`config.mk`:
```
export PLATFORM = sky130hd
export DESIGN_NAME = xps2_rx_fifo
export DESIGN_NICKNAME = d
export VERILOG_FILES = /design/src/rtl/xps2_rx_fifo.sv
export SDC_FILE = /design/constraint.sdc
export NUM_CORES = 1
export LEC_CHECK = 0
export BUFFER_PORTS_ARGS = -buffer_cell sky130_fd_sc_hd__buf_2
export CORE_ASPECT_RATIO = 0.75
export CORE_UTILIZATION = 62
export DETAILED_ROUTE_END_ITERATION = 8
export GPL_TIMING_DRIVEN = 0
export PLACE_DENSITY = 0.85
export SLEW_MARGIN = 20
export SYNTH_ARGS = -nofsm -noshare
export SYNTH_HDL_FRONTEND = slang
export SYNTH_SLANG_ARGS = --single-unit
```
`constraint.sdc`:
```
create_clock -name clk -period 8.7 [get_ports clk]
set_clock_uncertainty 0.1 [all_clocks]
set_input_delay 0.435 -clock clk [delete_from_list [all_inputs] [get_ports clk]]
set_output_delay 0.435 -clock clk [all_outputs]
set_load 0.03 [all_outputs]
```
`src/rtl/xps2_rx_fifo.sv`:
```
// PS/2 keyboard receiver: deserialises 11-bit frames, checks start/parity/stop and queues
// good scan codes in a FIFO behind a small register window (DATA, STATUS, CTRL).
module xps2_rx_fifo #(
  parameter int unsigned DATA_W      = 32,
  parameter int unsigned FIFO_AW     = 3,
  parameter int unsigned SYNC_STAGES = 2,
  parameter int unsigned TIMEOUT_CYC = 100000
) (
  input  logic              clk,
  input  logic              rst,
  input  logic              sel,
  input  logic              we,
  input  logic [1:0]        addr,
  input  logic [DATA_W-1:0] data_in,
  output logic [DATA_W-1:0] data_out,
  input  logic              PS2_CLK,
  input  logic              PS2_DATA,
  output logic              irq
);

  localparam int unsigned Depth = 2 ** FIFO_AW;
  localparam int unsigned TmoW  = $clog2(TIMEOUT_CYC + 1);

  typedef enum logic [1:0] {StIdle, StData, StParity, StStop} state_e;

  logic [SYNC_STAGES-1:0] r_clk_sync, r_dat_sync;
  logic                   r_clk_prev;
  state_e                 r_state;
  logic [2:0]             r_bitcnt;
  logic [7:0]             r_shift;
  logic                   r_par;
  logic [TmoW-1:0]        r_tmo;
  logic [7:0]             r_mem [Depth];
  logic [FIFO_AW-1:0]     r_wptr, r_rptr;
  logic [FIFO_AW:0]       r_count;
  logic                   r_ovf, r_perr, r_ferr;
  logic                   r_en, r_irq_en;

  logic w_ps2_clk, w_ps2_dat, w_fall;
  logic w_rd_data, w_wr_stat, w_wr_ctrl, w_flush;
  logic w_stop, w_par_ok, w_push, w_set_perr, w_set_ferr, w_tmo_hit;
  logic w_empty, w_full, w_pop, w_do_push, w_set_ovf;
  logic w_unused;

  assign w_unused = ^data_in[DATA_W-1:5];

  // Pins idle high, so the synchroniser resets to ones to avoid a false edge.
  always_ff @(posedge clk or negedge rst) begin
    if (!rst) begin
      r_clk_sync <= '1;
      r_dat_sync <= '1;
      r_clk_prev <= 1'b1;
    end else begin
      r_clk_sync <= {r_clk_sync[SYNC_STAGES-2:0], PS2_CLK};
      r_dat_sync <= {r_dat_sync[SYNC_STAGES-2:0], PS2_DATA};
      r_clk_prev <= r_clk_sync[SYNC_STAGES-1];
    end
  end

  assign w_ps2_clk = r_clk_sync[SYNC_STAGES-1];
  assign w_ps2_dat = r_dat_sync[SYNC_STAGES-1];
  assign w_fall    = r_clk_prev & ~w_ps2_clk;

  assign w_rd_data = sel & ~we & (addr == 2'd0);
  assign w_wr_stat = sel & we & (addr == 2'd1);
  assign w_wr_ctrl = sel & we & (addr == 2'd2);
  assign w_flush   = w_wr_ctrl & data_in[2];

  assign w_stop     = r_en & w_fall & (r_state == StStop);
  assign w_par_ok   = ^{r_shift, r_par};
  assign w_push     = w_stop & w_ps2_dat & w_par_ok;
  assign w_set_perr = w_stop & w_ps2_dat & ~w_par_ok;
  assign w_tmo_hit  = r_en & ~w_fall & (r_state != StIdle) & (r_tmo == TmoW'(TIMEOUT_CYC));
  assign w_set_ferr = (w_stop & ~w_ps2_dat) | w_tmo_hit;

  always_ff @(posedge clk or negedge rst) begin
    if (!rst) begin
      r_state  <= StIdle;
      r_bitcnt <= '0;
      r_shift  <= '0;
      r_par    <= 1'b0;
      r_tmo    <= '0;
    end else if (!r_en) begin
      r_state <= StIdle;
      r_tmo   <= '0;
    end else if (w_fall) begin
      r_tmo <= '0;
      unique case (r_state)
        StIdle: begin
          if (!w_ps2_dat) begin
            r_state  <= StData;
            r_bitcnt <= '0;
          end
        end
        StData: begin
          r_shift  <= {w_ps2_dat, r_shift[7:1]};
          r_bitcnt <= r_bitcnt + 3'd1;
          if (r_bitcnt == 3'd7) r_state <= StParity;
        end
        StParity: begin
          r_par   <= w_ps2_dat;
          r_state <= StStop;
        end
        StStop:  r_state <= StIdle;
        default: r_state <= StIdle;
      endcase
    end else if (w_tmo_hit) begin
      r_state <= StIdle;
      r_tmo   <= '0;
    end else if (r_state != StIdle) begin
      r_tmo <= r_tmo + TmoW'(1);
    end
  end

  assign w_empty   = (r_count == '0);
  assign w_full    = (r_count == (FIFO_AW + 1)'(Depth));
  assign w_pop     = w_rd_data & ~w_empty;
  // A simultaneous pop frees a slot, so a push into a full FIFO still lands.
  assign w_do_push = w_push & (~w_full | w_pop) & ~w_flush;
  assign w_set_ovf = w_push & w_full & ~w_pop & ~w_flush;

  always_ff @(posedge clk) begin
    if (w_do_push) r_mem[r_wptr] <= r_shift;
  end

  always_ff @(posedge clk or negedge rst) begin
    if (!rst) begin
      r_wptr  <= '0;
      r_rptr  <= '0;
      r_count <= '0;
    end else if (w_flush) begin
      r_wptr  <= '0;
      r_rptr  <= '0;
      r_count <= '0;
    end else begin
      if (w_do_push) r_wptr <= r_wptr + FIFO_AW'(1);
      if (w_pop)     r_rptr <= r_rptr + FIFO_AW'(1);
      if (w_do_push && !w_pop)      r_count <= r_count + (FIFO_AW + 1)'(1);
      else if (!w_do_push && w_pop) r_count <= r_count - (FIFO_AW + 1)'(1);
    end
  end

  // Sticky flags: a set in the same cycle as a W1C wins.
  always_ff @(posedge clk or negedge rst) begin
    if (!rst) begin
      r_ovf    <= 1'b0;
      r_perr   <= 1'b0;
      r_ferr   <= 1'b0;
      r_en     <= 1'b1;
      r_irq_en <= 1'b0;
    end else begin
      r_ovf  <= (r_ovf  & ~(w_wr_stat & data_in[2])) | w_set_ovf;
      r_perr <= (r_perr & ~(w_wr_stat & data_in[3])) | w_set_perr;
      r_ferr <= (r_ferr & ~(w_wr_stat & data_in[4])) | w_set_ferr;
      if (w_wr_ctrl) begin
        r_en     <= data_in[0];
        r_irq_en <= data_in[1];
      end
    end
  end

  always_comb begin
    data_out = '0;
    case (addr)
      2'd0: if (!w_empty) data_out[7:0] = r_mem[r_rptr];
      2'd1: begin
        data_out[0]               = ~w_empty;
        data_out[1]               = w_full;
        data_out[2]               = r_ovf;
        data_out[3]               = r_perr;
        data_out[4]               = r_ferr;
        data_out[8 +: FIFO_AW+1] = r_count;
      end
      2'd2: data_out[1:0] = {r_irq_en, r_en};
      default: data_out = '0;
    endcase
  end

  assign irq = ~w_empty & r_irq_en;

endmodule

```
Yosys cells after proc, flatten, opt, wreduce, memory -nomap -nowiden
Memory sizes are Yosys's and may differ from the RTL's.
Index checks and enable logic that the tools add are counted.
{"block": "word_totals", "regBits": 51, "n_memories": 1, "ram_bits": 64, "out_inout_bits": 33, "wordCells": 125, "in_bits": 40}
{"block": "classes", "n_addsub": 6, "n_mux": 26, "bitwise": 46, "reduce_logical": 17, "n_eq_ne": 13}
{"name": "r_mem", "depth": 8, "width": 8, "read_ports": 1, "rd_clocked_by_memory_dff": 0, "wr": 1, "line": "33", "source": "logic [7:0] r_mem [Depth];"}
{"cell": "two-way mux 17 bit", "count": 4}
{"cell": "AND 1 bit", "count": 29}
{"cell": "two-way mux 3 bit", "count": 6}
{"cell": "adder 17 x 1 -> 17 bit (second input constant)", "count": 1}
{"cell": "== test 17 bit (second input constant)", "count": 1}
{"cell": "two-way mux 4 bit", "count": 4}
{"cell": "NOT 1 bit", "count": 12}
{"cell": "case mux 3 bit (2 select lines)", "count": 2}
{"cell": "two-way mux 2 bit", "count": 5}
{"cell": "adder 3 x 1 -> 3 bit (second input constant)", "count": 3}
{"cell": "AND reduction 3 bit", "count": 3}
{"cell": "parity 9 bit", "count": 1}
{"cell": "two-way mux 8 bit", "count": 1}
{"cell": "inequality test 4 bit (second input constant)", "count": 2}
{"cell": "case mux 2 bit (4 select lines)", "count": 1}
{"cell": "nonzero test 2 bit", "count": 4}
{"cell": "== test 2 bit (second input constant)", "count": 3}
{"cell": "case mux 2 bit (3 select lines)", "count": 1}
{"cell": "OR 1 bit", "count": 5}
{"cell": "adder 4 x 1 -> 4 bit (second input constant)", "count": 1}
{"cell": "== test 2 x 1 -> 1 bit (second input constant)", "count": 2}
{"cell": "== test 4 bit (second input constant)", "count": 1}
{"cell": "logical NOT 2 bit", "count": 2}
{"cell": "logical NOT 4 bit", "count": 1}
{"cell": "10 further kinds", "count": 13}

Logic depth before layout (Yosys ltp)
{"block": "logic_depth", "depth_word": 13, "ltp_mapped": 12, "depth_no_buf": 10}

Worst setup path after synthesis
No wires, ideal clock.
{"block": "synth_timing", "path_type": "register -> register", "from": "register r_shift[1]", "to": "memory r_mem[0][0], enable pin", "t_arrival_ns": 2.515, "stages_incl_launch_ff": 7, "setup_slack_ns": 5.691, "cell_sequence": "dfrtp_1 > xor2_1 > xnor3_2 > mux2_4 > nor2_8 > nand2_4 > nor4_1"}
{"block": "synth_between", "elab_chain_cells": 6}
{"item": "start: declaration", "line": "30", "source": "logic [7:0] r_shift;"}
{"item": "start signal: assignment", "line": "96", "source": "r_shift <= {w_ps2_dat, r_shift[7:1]};"}
{"item": "parity 9 bit", "line": "70", "source": "assign w_par_ok = ^{r_shift, r_par};"}
{"item": "AND 1 bit", "line": "71", "source": "assign w_push = w_stop & w_ps2_dat & w_par_ok;"}
{"item": "AND 1 bit (2 in a row)", "line": "119", "source": "assign w_do_push = w_push & (~w_full | w_pop) & ~w_flush;"}
{"item": "two-way mux 1 bit", "line": "123", "source": "if (w_do_push) r_mem[r_wptr] <= r_shift;"}
{"item": "two-way mux 1 bit (not written as such)", "line": "123"}
{"item": "end: declaration", "line": "33"}
No other way between the ends.

Worst setup path after layout
{"block": "layout_timing", "from": "register r_shift[1]", "to": "register r_count[3]"}
{"block": "layout_between", "elab_chain_cells": 7, "word_cells_on_any_way": 10, "cone_classes": "mux: 2; bitwise: 3; reduce/logical: 5"}
{"item": "parity 9 bit (*)", "line": "70"}
{"item": "AND 1 bit (*)", "line": "71"}
{"item": "AND 1 bit (*) (2 in a row)", "line": "119"}
{"item": "logical AND 1 bit or logical NOT 1 bit (tied branches)", "line": "138, 139"}
{"item": "two-way mux 4 bit or logical AND 1 bit (tied branches)", "line": "138, 139"}
{"item": "two-way mux 4 bit or nonzero test 3 bit (tied branches)"}
{"item": "end signal: assignment", "line": "138", "source": "if (w_do_push && !w_pop) r_count <= r_count + (FIFO_AW + 1)'(1);"}
{"item": "end signal: assignment", "line": "139", "source": "else if (!w_do_push && w_pop) r_count <= r_count - (FIFO_AW + 1)'(1);"}
{"item": "end: declaration", "line": "35", "source": "logic [FIFO_AW:0] r_count;"}
Mark *: on every way between the ends. The rest lies on a longest branch, timed or not.
A chain may end at the register's enable or synchronous reset.

==> results.md <==
* Share of cells above drive strength 1 at 26.1%
* Avg WL per Cell at about 20 um
* MaxCap Viol Count at 0
* Dominant synthesized flop cell: edfxtp_1
* Hpwl dp at about 7500 um
* DRC Markers at 0
* Worst-case reg-to-reg path depth at 10
* First drt pass iteration count at 5
* First-pass GRT wire length at 18,800 um
* Routability cong. at 0.837
* Status: finished with violations
* Number of synthesized register bits at roughly 120
* Rel. slew slack at about a third
* Post-CTS sizing at 0
* Clock latency on the worst-skew pair at 0.41 ns
* Area Overhead vs Synth at 16.5%
* Startpoint types: flip-flop
* Clock Sinks at 115
* Via density at between 5 and 6
* Stages on worst setup path at 10
* Final setup fails at 0
* Critical Path RT at 8.93 ns
* Mapped cell area at 0.00551 mm^2
* Pins Over Slew Limit at 0
* Worst path arrival time at 3.57 ns
* CP top delay family: multiplexers
* Core Rows at 29
* Tcrit/Tclk final at 38.4%
* CTS clk-pin slew, worst paths at 0.06 ns
* Fraction of registers with async set/reset at between 40% and 50%
* Crit path time final at 3.34 ns
* Final ANT Viol Nets at 0
* CP max FO at 11
* Die Wd at 111 um
* Final net count at 528
* Vias in the first global route at 3,635
* Drt first-iter violations at 259
* Power Density at between 200 and 300 mW/mm^2
* Max Buffers Root-to-Sink at 2
* Crit-path cells: xor2_1, xnor3_2, mux2_4, nor2_8, nand3_1, ha_1, a21o_1, a21oi_1, mux2i_1, mux2i_1
* Grt ovf at 0
* Antenna violations before repair at 0
* Distinct cells, synth at between 50 and 60
* Maximum operating frequency at 299 MHz
* Violated checks: negative hold slack
* Hold slack at -0.0596 ns
* End-of-flow core utilization at 75.3%
* Slew @ Worst Pin at 1.02 ns
* Die area at 0.00928 mm^2
* Port bufs at 25
* Num CTS Buffers at 17
* Avg Inst Size Synth at around 13 um^2
* Largest net degree at the start of global routing at 52
* Non-Filler Instances at 595
* Initial Utilization at 64.7%
* Worst Setup SP: r_shift[1]$_DFFE_PN0P_
* Final setup TNS at 0 ns
* Reg2reg end: r_count[3]$_DFFE_PN0P_
* FF-to-FF Start: r_shift[1]$_DFFE_PN0P_
* Register area share after synthesis at 58.1%
* RSZ-0062 raised after global routing: false
* Via count at ~3,500
* WP buf/inv at 0
* Most common cell after layout, fill and taps aside: edfxtp_1
* Num ports at between 70 and 80
* Setup crit end: r_count[3]$_DFFE_PN0P_
* Post-synth EDFFs at 64
* Die height at 83.7 um
* Core area at 0.00853 mm^2
* Gr usage total at 27.6%
* Hold Buf Count CTS at 0
* Post-Synthesis Cells at 410
* Critical Path Sink Type: flip-flop
* CP Class: reg -> reg
* Peak supply drop at about 0.00027 V
* Flop2flop setup slack at 5.36 ns
* Leak at 0.00262 uW
* Diode count at 0
* Postcts setup bufs at 0
* Routed WL at between 10,000 and 15,000 um
* CTS tree: yes
* H-tree depth at 4
* CTS root buf: clkbuf_16
* Critical path's slowest cell: dfrtp_1
* CP most frequent cell: mux2i_1
* Largest stage delay on the critical path at 0.60 ns
* Hold WC Path Type: in -> async
* Yosys synthesis warning count at 0
* Commonest cells after routing, fill and taps aside: edfxtp_1 (64), dfrtp_1 (45), nand2_1 (33)
* DP Cell Count at 563
* Final Hold Violating Endpoints at 45
[cell type report]
cell class	count	area (um^2)
tap	108	135
clock buffer	19	433
multi-input combinational	272	2150
buffer	34	213
fill	503	2110
sequential	115	3210
clock inverter	13	118
inverter	8	30.0
timing repair buffer	26	135
[registers in the layout, indices dropped and copies added, names as in the netlist]
register / cells
r_wptr: 3
r_mem: 64
r_shift: 8
r_rptr: 3
r_count: 4
r_par: 1
r_dat_sync: 2
r_ferr: 1
r_irq_en: 1
r_tmo: 17
r_state: 2
r_bitcnt: 3
r_clk_prev: 1
r_perr: 1
r_en: 1
r_clk_sync: 2
r_ovf: 1
[kinds of logic after synthesis]
group / Yosys count / synth area share [%]
compound gates: 36 / 4.38
xor+xnor: 25 / 4.49
fa+ha+maj: 14 / 3.31
buf+inv: 42 / 4.40
flops: 115 / 58.1
mux: 40 / 11.3
other cells: 1 / 0.0680
simple gates: 137 / 13.9
[stage by stage]
| stage | setup slack (ns) | total power, uW | instance area [um^2] |
|---|---|---|---|
| floorplan | 5.69 | 906 | 5580 |
| global placement | 5.00 | 982 | 5840 |
| detailed placement | 5.40 | 1000 | 5870 |
| CTS | 5.36 | 1650 | 6420 |
| global route | 5.25 | 1710 | 6420 |
| finish | 5.36 | 1650 | 6420 |
[worst register-to-register path, stage by stage, from the launching register on]
cell	delay, ns
dfrtp_1	0.60
xor2_1	0.19
xnor3_2	0.49
mux2_4	0.39
nor2_8	0.20
nand3_1	0.17
ha_1	0.33
a21o_1	0.20
a21oi_1	0.17
mux2i_1	0.23
mux2i_1	0.20
[synth_stat cells (2+ instances only)]
cell | number | share of area, %
edfxtp_1 | 64 | 35
dfrtp_1 | 45 | 20
nand2_1 | 33 | 2.2
nor2_1 | 28 | 1.9
buf_4 | 21 | 2.9
mux4_2 | 16 | 6.5
nand3_1 | 15 | 1.4
xor2_1 | 14 | 2.2
ha_1 | 13 | 3.0
mux2_2 | 13 | 2.7
o21ai_0 | 12 | 1.1
and2_1 | 10 | 1.1
mux2i_1 | 10 | 1.8
xnor2_1 | 9 | 1.4
inv_1 | 8 | 0.54
and3_1 | 7 | 0.79
clkbuf_1 | 7 | 0.48
nor2b_1 | 7 | 0.79
a21oi_1 | 6 | 0.54
dfstp_2 | 6 | 2.9
nand4_1 | 6 | 0.68
nor3_1 | 6 | 0.54
buf_2 | 4 | 0.36
nand2b_1 | 4 | 0.45
a211oi_1 | 3 | 0.41
nand3b_1 | 3 | 0.41
nor4_1 | 3 | 0.34
a311oi_1 | 2 | 0.32
a32o_1 | 2 | 0.36
nor3b_1 | 2 | 0.27
nor3b_2 | 2 | 0.45
o41ai_1 | 2 | 0.32
[worst min-delay path by stage]
stage / start / endpoint / depth (start not counted)
CTS: PS2_CLK / r_clk_sync[0]$_DFF_PN1_ / 1
global route: rst / r_count[1]$_DFFE_PN0P_ / 1
global placement: r_dat_sync[0]$_DFF_PN1_ / r_dat_sync[1]$_DFF_PN1_ / 0
detailed placement: r_clk_sync[0]$_DFF_PN1_ / r_clk_sync[1]$_DFF_PN1_ / 0
floorplan: rst / r_bitcnt[0]$_DFFE_PN0P_ / 0
finish: rst / r_count[1]$_DFFE_PN0P_ / 1
[per-layer routing]
metal	global-route usage [%]	part of all wire, %
met5	0	0
met3	7.92	6.9
met4	13.0	2.4
met2	44.9	51
met1	34.5	40
[report_power, final]
part / leakage (uW) / internal (uW) / switching [uW] / total [uW]
registers: 0.00127 / 602 / 33.4 / 635
logic: 0.00108 / 155 / 211 / 366
clock network: 0.000274 / 414 / 237 / 651
total: 0.00262 / 1170 / 481 / 1650
No activity file was read; power rests on OpenSTA's default activity.
